===== src/rtl/serial_add_pkg.sv =====
// Shared types and limits for the bit-serial adder controller.
package serial_add_pkg;

  typedef enum logic [1:0] {IDLE, RUN, DONE} sa_state_t;

  localparam int MAX_WIDTH = 32;

endpackage


===== src/rtl/serial_add_ctrl_if.sv =====
// Command/result bundle between a requester and the bit-serial adder controller.
interface serial_add_ctrl_if #(
  parameter int WIDTH = 8
);

  logic             start;
  logic [WIDTH-1:0] a;
  logic [WIDTH-1:0] b;
  logic             ready;
  logic             busy;
  logic             done;
  logic [WIDTH-1:0] sum;
  logic             cout;

  modport master (
    output start, a, b,
    input  ready, busy, done, sum, cout
  );

  modport slave (
    input  start, a, b,
    output ready, busy, done, sum, cout
  );

endinterface


===== src/rtl/halfadder.sv =====
// One-bit half adder cell.
module halfadder (
  input  logic a,
  input  logic b,
  output logic sum,
  output logic carry
);

  assign sum   = a ^ b;
  assign carry = a & b;

endmodule


===== src/rtl/serial_fa.sv =====
// One-bit full adder composed of two half adders and an OR on their carries.
module serial_fa (
  input  logic a,
  input  logic b,
  input  logic cin,
  output logic sum,
  output logic cout
);

  logic w_s1;
  logic w_c1;
  logic w_c2;

  halfadder u_ha0 (.a(a),    .b(b),   .sum(w_s1), .carry(w_c1));
  halfadder u_ha1 (.a(w_s1), .b(cin), .sum(sum),  .carry(w_c2));

  assign cout = w_c1 | w_c2;

endmodule


===== src/rtl/serial_add_ctrl.sv =====
// Bit-serial WIDTH-bit adder: latches operands on start, adds one bit per cycle
// LSB-first through a shared full adder, then pulses done for one cycle.
module serial_add_ctrl
  import serial_add_pkg::*;
#(
  parameter int WIDTH = 8
) (
  input  logic             clk,
  input  logic             rst,
  serial_add_ctrl_if.slave bus
);

  localparam int CNT_W = $clog2(WIDTH + 1);

  if (WIDTH < 1 || WIDTH > MAX_WIDTH) begin : g_bad_width
    $error("serial_add_ctrl: WIDTH %0d outside 1..%0d", WIDTH, MAX_WIDTH);
  end

  sa_state_t        r_state;
  sa_state_t        w_state_next;
  logic [WIDTH-1:0] r_sa;
  logic [WIDTH-1:0] r_sb;
  logic [WIDTH-1:0] r_acc;
  logic [WIDTH-1:0] r_sum;
  logic             r_c;
  logic             r_cout;
  logic [CNT_W-1:0] r_cnt;
  logic             w_s;
  logic             w_c_next;
  logic             w_last;
  logic [WIDTH-1:0] w_acc_next;

  serial_fa u_fa (
    .a   (r_sa[0]),
    .b   (r_sb[0]),
    .cin (r_c),
    .sum (w_s),
    .cout(w_c_next)
  );

  assign w_last     = (r_cnt == CNT_W'(WIDTH - 1));
  // New sum bit enters at the MSB so the LSB-first result ends up aligned.
  assign w_acc_next = (r_acc >> 1) | (WIDTH'(w_s) << (WIDTH - 1));

  // NOTE: every output gets a default before the case so no path leaves it unassigned (no latch).
  always_comb begin
    w_state_next = r_state;
    bus.ready    = 1'b0;
    bus.busy     = 1'b0;
    bus.done     = 1'b0;
    unique case (r_state)
      IDLE: begin
        bus.ready = 1'b1;
        if (bus.start) w_state_next = RUN;
      end
      RUN: begin
        bus.busy = 1'b1;
        if (w_last) w_state_next = DONE;
      end
      DONE: begin
        bus.done     = 1'b1;
        w_state_next = IDLE;
      end
      default: w_state_next = IDLE;
    endcase
  end

  // NOTE: non-blocking assignments so every register samples pre-edge values.
  always_ff @(posedge clk) begin
    if (rst) begin
      r_state <= IDLE;
      r_sa    <= '0;
      r_sb    <= '0;
      r_acc   <= '0;
      r_sum   <= '0;
      r_c     <= 1'b0;
      r_cout  <= 1'b0;
      r_cnt   <= '0;
    end else begin
      r_state <= w_state_next;
      unique case (r_state)
        IDLE: begin
          if (bus.start) begin
            r_sa  <= bus.a;
            r_sb  <= bus.b;
            r_c   <= 1'b0;
            r_cnt <= '0;
          end
        end
        RUN: begin
          r_sa  <= r_sa >> 1;
          r_sb  <= r_sb >> 1;
          r_acc <= w_acc_next;
          r_c   <= w_c_next;
          r_cnt <= r_cnt + CNT_W'(1);
          // Visible result only updates as the final bit lands.
          if (w_last) begin
            r_sum  <= w_acc_next;
            r_cout <= w_c_next;
          end
        end
        default: ;
      endcase
    end
  end

  assign bus.sum  = r_sum;
  assign bus.cout = r_cout;

endmodule


===== src/flat_wrapper.sv =====
// flat-port wrapper written by rule: the top's interface ports become plain ports
module serial_add_ctrl_flat import serial_add_pkg::*;
#(
  parameter int WIDTH = 8
)
  (clk, rst, bus_start, bus_a, bus_b, bus_ready, bus_busy, bus_done, bus_sum, bus_cout);
  serial_add_ctrl_if #(.WIDTH(WIDTH)) bus_i ();
  input  logic clk;
  input  logic rst;
  input wire logic [$bits(bus_i.start)-1:0] bus_start;
  input wire logic [$bits(bus_i.a)-1:0] bus_a;
  input wire logic [$bits(bus_i.b)-1:0] bus_b;
  output wire logic [$bits(bus_i.ready)-1:0] bus_ready;
  output wire logic [$bits(bus_i.busy)-1:0] bus_busy;
  output wire logic [$bits(bus_i.done)-1:0] bus_done;
  output wire logic [$bits(bus_i.sum)-1:0] bus_sum;
  output wire logic [$bits(bus_i.cout)-1:0] bus_cout;
  assign bus_i.start = bus_start;
  assign bus_i.a = bus_a;
  assign bus_i.b = bus_b;
  assign bus_ready = bus_i.ready;
  assign bus_busy = bus_i.busy;
  assign bus_done = bus_i.done;
  assign bus_sum = bus_i.sum;
  assign bus_cout = bus_i.cout;
  serial_add_ctrl #(.WIDTH(WIDTH)) u_core (.clk(clk), .rst(rst), .bus(bus_i));
endmodule

===== config.mk =====
export PLATFORM = sky130hd
export DESIGN_NAME = serial_add_ctrl_flat
export DESIGN_NICKNAME = d
export VERILOG_FILES = /design/src/rtl/serial_add_pkg.sv /design/src/rtl/serial_add_ctrl_if.sv /design/src/rtl/halfadder.sv /design/src/rtl/serial_fa.sv /design/src/rtl/serial_add_ctrl.sv /design/src/flat_wrapper.sv
export SDC_FILE = /design/constraint.sdc
export NUM_CORES = 1
export LEC_CHECK = 0
export ABC_AREA = 1
export ABC_CLOCK_PERIOD_IN_PS = 1670
export BUFFER_PORTS_ARGS = -buffer_cell sky130_fd_sc_hd__clkbuf_2
export CORE_MARGIN = 4
export CORE_UTILIZATION = 30
export CTS_CLUSTER_DIAMETER = 40
export CTS_CLUSTER_SIZE = 8
export DETAILED_ROUTE_END_ITERATION = 6
export GPL_TIMING_DRIVEN = 0
export PLACE_DENSITY = 0.52
export SLEW_MARGIN = 15
export SYNTH_ARGS = -nofsm -noshare
export SYNTH_HDL_FRONTEND = slang
export SYNTH_HIERARCHICAL = 1
export SYNTH_SLANG_ARGS = --single-unit

===== constraint.sdc =====
create_clock -name clk -period 1.67 [get_ports clk]
set_input_delay 0.0835 -clock clk [delete_from_list [all_inputs] [get_ports clk]]
set_output_delay 0.0835 -clock clk [all_outputs]
set_load 0.005 [all_outputs]

After elaboration in Yosys (flattened, before gate mapping)
Index checks and enable logic that the tools add are counted.
- input port bits: 19
- flip-flop bits (word level): 40
- output and inout port bits: 12
- word-level logic and storage cells: 39
- bitwise operators: 6
- reduce and logical (&&, ||, !) cells: 5
- add/sub/neg operators: 1
- mux-type cells: 14
- eq/ne operators: 5
- operators by type and width (operator ; number):
    one-hot mux 8 bit (2 select lines) ; 2
    two-way mux 8 bit ; 2
    bitwise OR 7 x 8 -> 8 bit ; 1
    one-hot mux 4 bit (2 select lines) ; 1
    AND reduction 2 bit ; 3
    adder 4 x 1 -> 4 bit (second input constant) ; 1
    == test 4 x 3 -> 1 bit (second input constant) ; 1
    two-way mux 1 bit ; 4
    two-way mux 2 bit ; 2
    two-way mux 4 bit ; 1
    one-hot mux 2 bit (2 select lines) ; 1
    AND 1 bit ; 2
    == test 2 x 1 -> 1 bit (second input constant) ; 1
    == test 2 bit (second input constant) ; 1
    logical NOT 2 bit ; 1
    inequality test 2 x 1 -> 1 bit (second input constant) ; 1
    inequality test 2 bit (second input constant) ; 1
    one-hot mux 1 bit (2 select lines) ; 1
    nonzero test 2 bit ; 1
    XOR 1 bit ; 2
    bitwise OR 1 bit ; 1

Longest topological paths before layout
Gate-level depths: netlist of the first run.
- depth after elaboration: 4
- depth in mapped cells: 7
- depth with buffers taken out: 7

Hierarchy
The synthesis of the first run kept the hierarchy.
- by module, submodules not included (module ; area each (um2) ; sequential area each (um2) ; instances ; cells each):
    serial_add_ctrl ; 1716.6 ; 780.7 ; 1 ; 247
    halfadder ; 12.5 ; 0.0 ; 2 ; 1
    serial_fa ; 11.3 ; 0.0 ; 1 ; 3

Worst setup path after synthesis of the first run
No wires, ideal clock.
- path type: reg2reg
- start: reg u_core.r_sa[0]
- end: reg u_core.r_sum[7], in the netlist u_core/bus.sum[7]
- slack: 0.431 ns
- data required time: 1.554 ns
- setup time: 0.116 ns
- arrival: 1.123 ns
- cell stages (with the launch flop): 7
- path buffers: 0
- period minus slack after synthesis: 1.239 ns
- cells stage by stage: dfxtp_1 > ha_1 > ha_1 > inv_1 > nand2_1 > o21ai_0 > nor2_1
- longest elaborated chain between the ends: 3
- ends and longest elaborated chain (element ; line ; text):
    from (decl) ; serial_add_ctrl.sv:21 ; logic [WIDTH-1:0] r_sa;
    from (signal assigned) ; serial_add_ctrl.sv:84 ; r_sa <= bus.a;
    from (signal assigned) ; serial_add_ctrl.sv:91 ; r_sa <= r_sa >> 1;
    XOR 1 bit ; halfadder.sv:9 ; assign sum = a ^ b;
    via u_core.u_fa.w_s1 ; serial_fa.sv:10 ; logic w_s1;
    XOR 1 bit ; halfadder.sv:9 ;
    via u_core.w_s ; serial_add_ctrl.sv:28 ; logic w_s;
    bitwise OR 7 x 8 -> 8 bit ; serial_add_ctrl.sv:43 ; assign w_acc_next = (r_acc >> 1) | (WIDTH'(w_s) << (WIDTH - 1));
    to (signal assigned) ; serial_add_ctrl.sv:98 ; r_sum <= w_acc_next;
    to (decl) ; serial_add_ctrl.sv:24 ; logic [WIDTH-1:0] r_sum;
The timed path passes the listed nets, and every way through them passes these cells.
A chain may end at the register's enable or synchronous reset.

Final worst setup path of the first run
- start: reg u_core.r_cnt[0]
- end: reg u_core.r_sum[0], in the netlist u_core/bus.sum[0]
- longest elaborated chain between the ends: 2
- ends and longest elaborated chain (element ; line ; text):
    from (decl) ; serial_add_ctrl.sv:27 ; logic [CNT_W-1:0] r_cnt;
    from (signal assigned) ; serial_add_ctrl.sv:95 ; r_cnt <= r_cnt + CNT_W'(1);
    == test 4 x 3 -> 1 bit ; serial_add_ctrl.sv:41 ; assign w_last = (r_cnt == CNT_W'(WIDTH - 1));
    AND reduction 2 bit (no line) ; - ;
No other way between the ends.

==> flow_summary.toml, run 1 <==
[pwr]
power_mw = 1.91
power_density_nw_per_um2 = 926
max-vdd-ir-drop_v = 0.000450
leakagePower_nw = 1.00

[logic_synthesis]
synth.distinct_cells = 21
yosys.area.top_type = "dfxtp_1"
async_flop_share_pct = 0
yosys_most_used_dff = "dfxtp_1"
synth_edf_count = 0
synthTopCellsByCount = "nand2_1 (61), nor2_1 (49), dfxtp_1 (39), nand3_1 (31), inv_1 (24)"
synth_top_area_share_pct = 44.5
yosys_warnings = 6
syn_avg_cell_area_um2 = 6.96
synthesis.nets = 274
synth.area.top_cells = "dfxtp_1 (45%), nand2_1 (13%), nor2_1 (10%)"
seq_area_frac_synth_pct = 44.5
synth_cells = 252
synth_most_common_cell = "nand2_1"
synthesis.area_um2 = 1750
ys_seq_elements = 39

[place]
gp_congestion = 0.791
hpwl_um = 2970
port_buffers = 28

[setup_path]
critPathKind = "reg2reg"
endpoint_kind = "flip-flop"
crit_chain = "ha_1, nand2_1, nor2_2, nand2_1, clkinv_2, nor2_1, nor2_1"
critPathBufInv = 1
cp-start-kind = "flip-flop"
crit_slowest_cell = "dfxtp_1"
crit_required_ns = 1.89
crit_family = "simple AND/OR/NAND/NOR gates"
cp_max_fo = 8
slowest_delay_ns = 0.39
crit_arrival_ns = 1.70

[timing]
hold_viol = 0
slew_viol_final = 0
setup_tns_ns = 0
finClkSkew_ns = 0.00568
worst_pin_slew_ns = 0.562
fmax_mhz = 675
min_period_ns = 1.48
max_slew_margin_pct = 62.5
rsz0062_at_grt = "false"
setup_viol = 0
min_period_over_period_pct = 88.6

[floorplan]
dieArea_um2 = 7130
fp-row-count = 27
ioPinCount = 31
start_util_pct = 31.4
die_w_um = 84.4
die_y_um = 84.4
core_um2 = 5570

[clocking]
cts_resized = 0
ctsHtreeMaxLevel = 2
cts_root_buf = "clkbuf_8"
cts.clk_slew.worst_paths_ns = 0.08
cts_buffer_depth = 2
post-cts-setup-buffer-count = 0
clock_sinks = 39
ctsHoldBuffers = 0
insertion_delay_ns = 0.29
cts_tree = "yes"
cts_buffers = 5

[grt]
grt_pass1_vias = 1502
antenna_found_initial = 0
grt_pass1_wl_um = 6950
grt_max_degree = 13
track_usage_pct = 12.2
overflow = 0

[detailed_routing]
first_pass_iters = 4
drc = 0
viasPerCell = 4.36
wirelength_um = 4160
wl_per_cell_um = 11.6
drt_iter0_drc = 58
ant_nets = 0
num_vias = 1570

[layout]
num-fill-cells = 624
antennaDiodeCount = 0
nNetsFinal = 309
drive_gt1_share_pct = 19.1
area_growth_pct = 17.9

[min_path]
min_path_type = "in2reg"

[run]
max-cap-violations = 0

[status]
outcome = "completed"
==> flip-flops by register name, indices dropped and copies added, names as in the netlist <==
| register | count |
|---|---|
| u_core/bus.cout | 1 |
| u_core/bus.sum | 8 |
| u_core/r_acc | 7 |
| u_core/r_c | 1 |
| u_core/r_cnt | 4 |
| u_core/r_sa | 8 |
| u_core/r_sb | 8 |
| u_core/r_state | 2 |
==> report_power, final <==
part / internal [mW] / leakage [nW] / switching [mW] / total [mW]
logic: 0.112 / 0.638 / 0.175 / 0.287
clock network: 0.286 / 0.0477 / 0.330 / 0.615
registers: 0.982 / 0.318 / 0.0302 / 1.01
total: 1.38 / 1.00 / 0.535 / 1.91
==> worst register-to-register path: stages, from the launching register on <==
cell and delay (ns):
dfxtp_1 0.39, ha_1 0.21, nand2_1 0.09, nor2_2 0.25
nand2_1 0.18, clkinv_2 0.15, nor2_1 0.05, nor2_1 0.11
==> layout by cell type, fill, tap and decap left out, types with 4 or more instances in the layout <==
master	n
nand3b_1	6
nor2_1	49
inv_1	24
clkinv_2	4
dfxtp_1	39
o21ai_0	10
clkbuf_2	28
clkbuf_8	5
nand2_1	61
nand3_1	31
a21oi_1	4
buf_2	4
==> worst paths after layout <==
| path | startpoint | end | slack [ns] | depth (start not counted) |
|---|---|---|---|---|
| min | bus_a[7] | u_core/r_sa[7] | 0.03 | 3 |
| min reg2reg | u_core/r_acc[7] | u_core/r_acc[7] | 0.45 | 2 |
| max | u_core/r_cnt[0] | u_core/bus.sum[0] | 0.19 | 7 |
| max reg2reg | u_core/r_cnt[0] | u_core/bus.sum[0] | 0.19 | 7 |
==> area by class of cell <==
type	count	area (um^2)	area share [%]
Clock buffer	5	68.8	3.33
Buffer	12	83.8	4.06
Multi-Input combinational cell	175	790	38.2
Timing Repair Buffer	28	140	6.78
Sequential cell	39	781	37.8
Inverter	26	98.8	4.78
Clock inverter	3	15.0	0.726
Tap cell	72	90.1	4.36
==> layer usage <==
layer	GRT usage, %	routed length (um)	vias to the layer above
met1	15.3	1990	668
met4	4.32	45	0
met3	3.93	272	4
met5	0	0	-
li1	-	-	858
met2	19.7	1860	40
==> stage by stage <==
step	cell area (um^2)	std cells	worst slack [ns]	hold WS [ns]	utilization, %
final	2070	360	0.190	0.0302	37.1
after global routing	2070	360	0.0371	0.0256	37.1
after CTS	2070	360	0.150	0.0179	37.1
after detailed placement	1980	352	0.177	0.328	35.6
after global placement	1980	352	0.204	0.332	35.6
after floorplan	1750	252	0.431	0.228	-
==> logic make-up (layout without fill, tap and decap cells) <==
kind of cell               Yosys count  in the layout  share of synthesized area, %
and+or+nand+nor                    153            153                          37.1
DFF                                 39             39                          44.5
AOI/OAI and AO/OA                   19             19                          5.78
buffers and inverters               38             74                          10.4
adders and majority gates            3              3                          2.14
No activity file was read; power rests on OpenSTA's default activity.
==> run 2: changes to the inputs <==
CELL_PAD_IN_SITES_DETAIL_PLACEMENT = 0   (was unset)
CELL_PAD_IN_SITES_GLOBAL_PLACEMENT = 1   (was unset)
PLACE_DENSITY = 0.67   (was 0.52)
==> run 2 against run 1 <==
Compared with the run above: wire length is 1.3% higher; via count is 0.70% higher; sequential power about the same; global-route usage is 0.14 points higher; clock skew barely moved; non-clock buffer count did not move; clock-buffer cell count is 1 higher; clock power grew 51%; critical path type is now reg2out; critical endpoint is now bus_ready; largest cell class unchanged; largest power group unchanged.
==> flow_summary.toml, run 2 (synthesized netlist as in run 1, its figures left out) <==
[timing]
min_period_over_period_pct = 84.0
hold_viol = 0
rsz0062_at_grt = "false"
worst_slack_ns = 0.267
slew_viol_final = 0
fmax_mhz = 713
worst_pin_slew_ns = 0.571
min_period_ns = 1.40
setup_viol = 0
setup_tns_ns = 0
max_slew_margin_pct = 61.9
finClkSkew_ns = 0.00536

[status]
outcome = "completed"

[setup_path]
cp-start-kind = "flip-flop"
crit_family = "buffers and inverters"
crit_slowest_cell = "dfxtp_1"
critPathKind = "reg2out"
crit_required_ns = 1.59
endpoint_kind = "output pin"
cp_max_fo = 10
slowest_delay_ns = 0.34
crit_arrival_ns = 1.32
critPathBufInv = 2
crit_chain = "nor2_2, buf_4, clkbuf_2"

[grt]
grt_max_degree = 13
overflow = 0
grt_pass1_wl_um = 7050
grt_pass1_vias = 1480
antenna_found_initial = 0
track_usage_pct = 12.3

[place]
gp_congestion = 0.736
port_buffers = 28
dp_cells = 352
place_area_um2 = 1980
pre_cts_slack_ns = 0.216
hpwl_um = 3030

[clocking]
insertion_delay_ns = 0.29
cts_buffer_depth = 2
cts_buffers = 5
ctsHtreeMaxLevel = 2
cts.clk_slew.worst_paths_ns = 0.08
clock_sinks = 39
ctsHoldBuffers = 0
cts_tree = "yes"
cts_root_buf = "clkbuf_8"

[min_path]
min_path_type = "in2reg"

[floorplan]
dieArea_um2 = 7130
core_um2 = 5570
ioPinCount = 31
die_w_um = 84.4
start_util_pct = 31.4
die_y_um = 84.4
fp-row-count = 27

[detailed_routing]
viasPerCell = 4.39
ant_nets = 0
wirelength_um = 4210
drc = 0
first_pass_iters = 4
drt_iter0_drc = 67
num_vias = 1581
wl_per_cell_um = 11.7

[pwr]
power_density_nw_per_um2 = 1050
max-vdd-ir-drop_v = 0.000393
leakagePower_nw = 1.02

[layout]
nNetsFinal = 309
drive_gt1_share_pct = 18.8
final_area_um2 = 2120
layoutNonFillerInstCount = 360
antennaDiodeCount = 0
area_growth_pct = 21.0
final_cell_mix = "nand2_1 (61), nor2_1 (49), dfxtp_1 (39)"
final_common_cell = "nand2_1"

[run]
max-cap-violations = 0
run 2: changes by cell type in the layout (fill, tap and decap cells not counted), sizes merged:
cell	delta
clkinv	-3
clkbuf	+1
bufinv	+2
run 2: stage by stage:
step           hold slack, ns  util [%]  total power [mW]
3_3_place_gp            0.343      35.6              1.32
5_1_grt                0.0600      38.0              2.35
6_report               0.0384      38.0              2.22
2_1_floorplan           0.228         -              1.23
3_5_place_dp            0.343      35.6              1.32
4_1_cts                0.0284      38.0              2.27
run 2: layout make-up:
type,instances,area [um^2]
clock inverter,2,60.1
tap,72,90.1
multi-input combinational,175,795
buffer,12,83.8
inverter,26,98.8
timing repair buffer,28,140
fill,628,3450
clock buffer,6,72.6
sequential,39,781
run 2: routing by layer:
layer,GRT usage [%],routed length [um]
met1,16.6,2110
met2,19.5,1850
met3,2.94,201
met4,3.88,51
met5,0,0
run 2: worst reg2reg max path, cell delays in order, from the launching register on:
cell	delay [ns]
dfxtp_1	0.38
ha_1	0.20
nand2_1	0.11
nor2_4	0.17
nand2_1	0.17
clkinv_2	0.15
nor2_1	0.05
nor2_1	0.10
run 2: worst paths after layout:
path | from | to | cells past startpoint | slack [ns]
worst max-delay path | u_core/r_state[1] | bus_ready | 3 | 0.27
worst min-delay path | bus_b[7] | u_core/r_sb[7] | 3 | 0.04
worst max register to register | u_core/r_cnt[0] | u_core/bus.sum[3] | 7 | 0.27
worst min register to register | u_core/r_acc[7] | u_core/r_acc[7] | 2 | 0.45
run 2: timing repair:
action,4_1_cts,5_1_grt
resized for setup,0,1
buffers inserted,0,0
endpoints found under the setup margin,0,1
hold endpoints to repair,0,0
run 2: power by group:
part | total, mW | switching, mW | leakage (nW) | internal, mW
Sequential | 1.01 | 0.0306 | 0.318 | 0.982
Clock | 0.927 | 0.330 | 0.0654 | 0.597
Combinational | 0.284 | 0.173 | 0.638 | 0.111
Total | 2.22 | 0.533 | 1.02 | 1.69
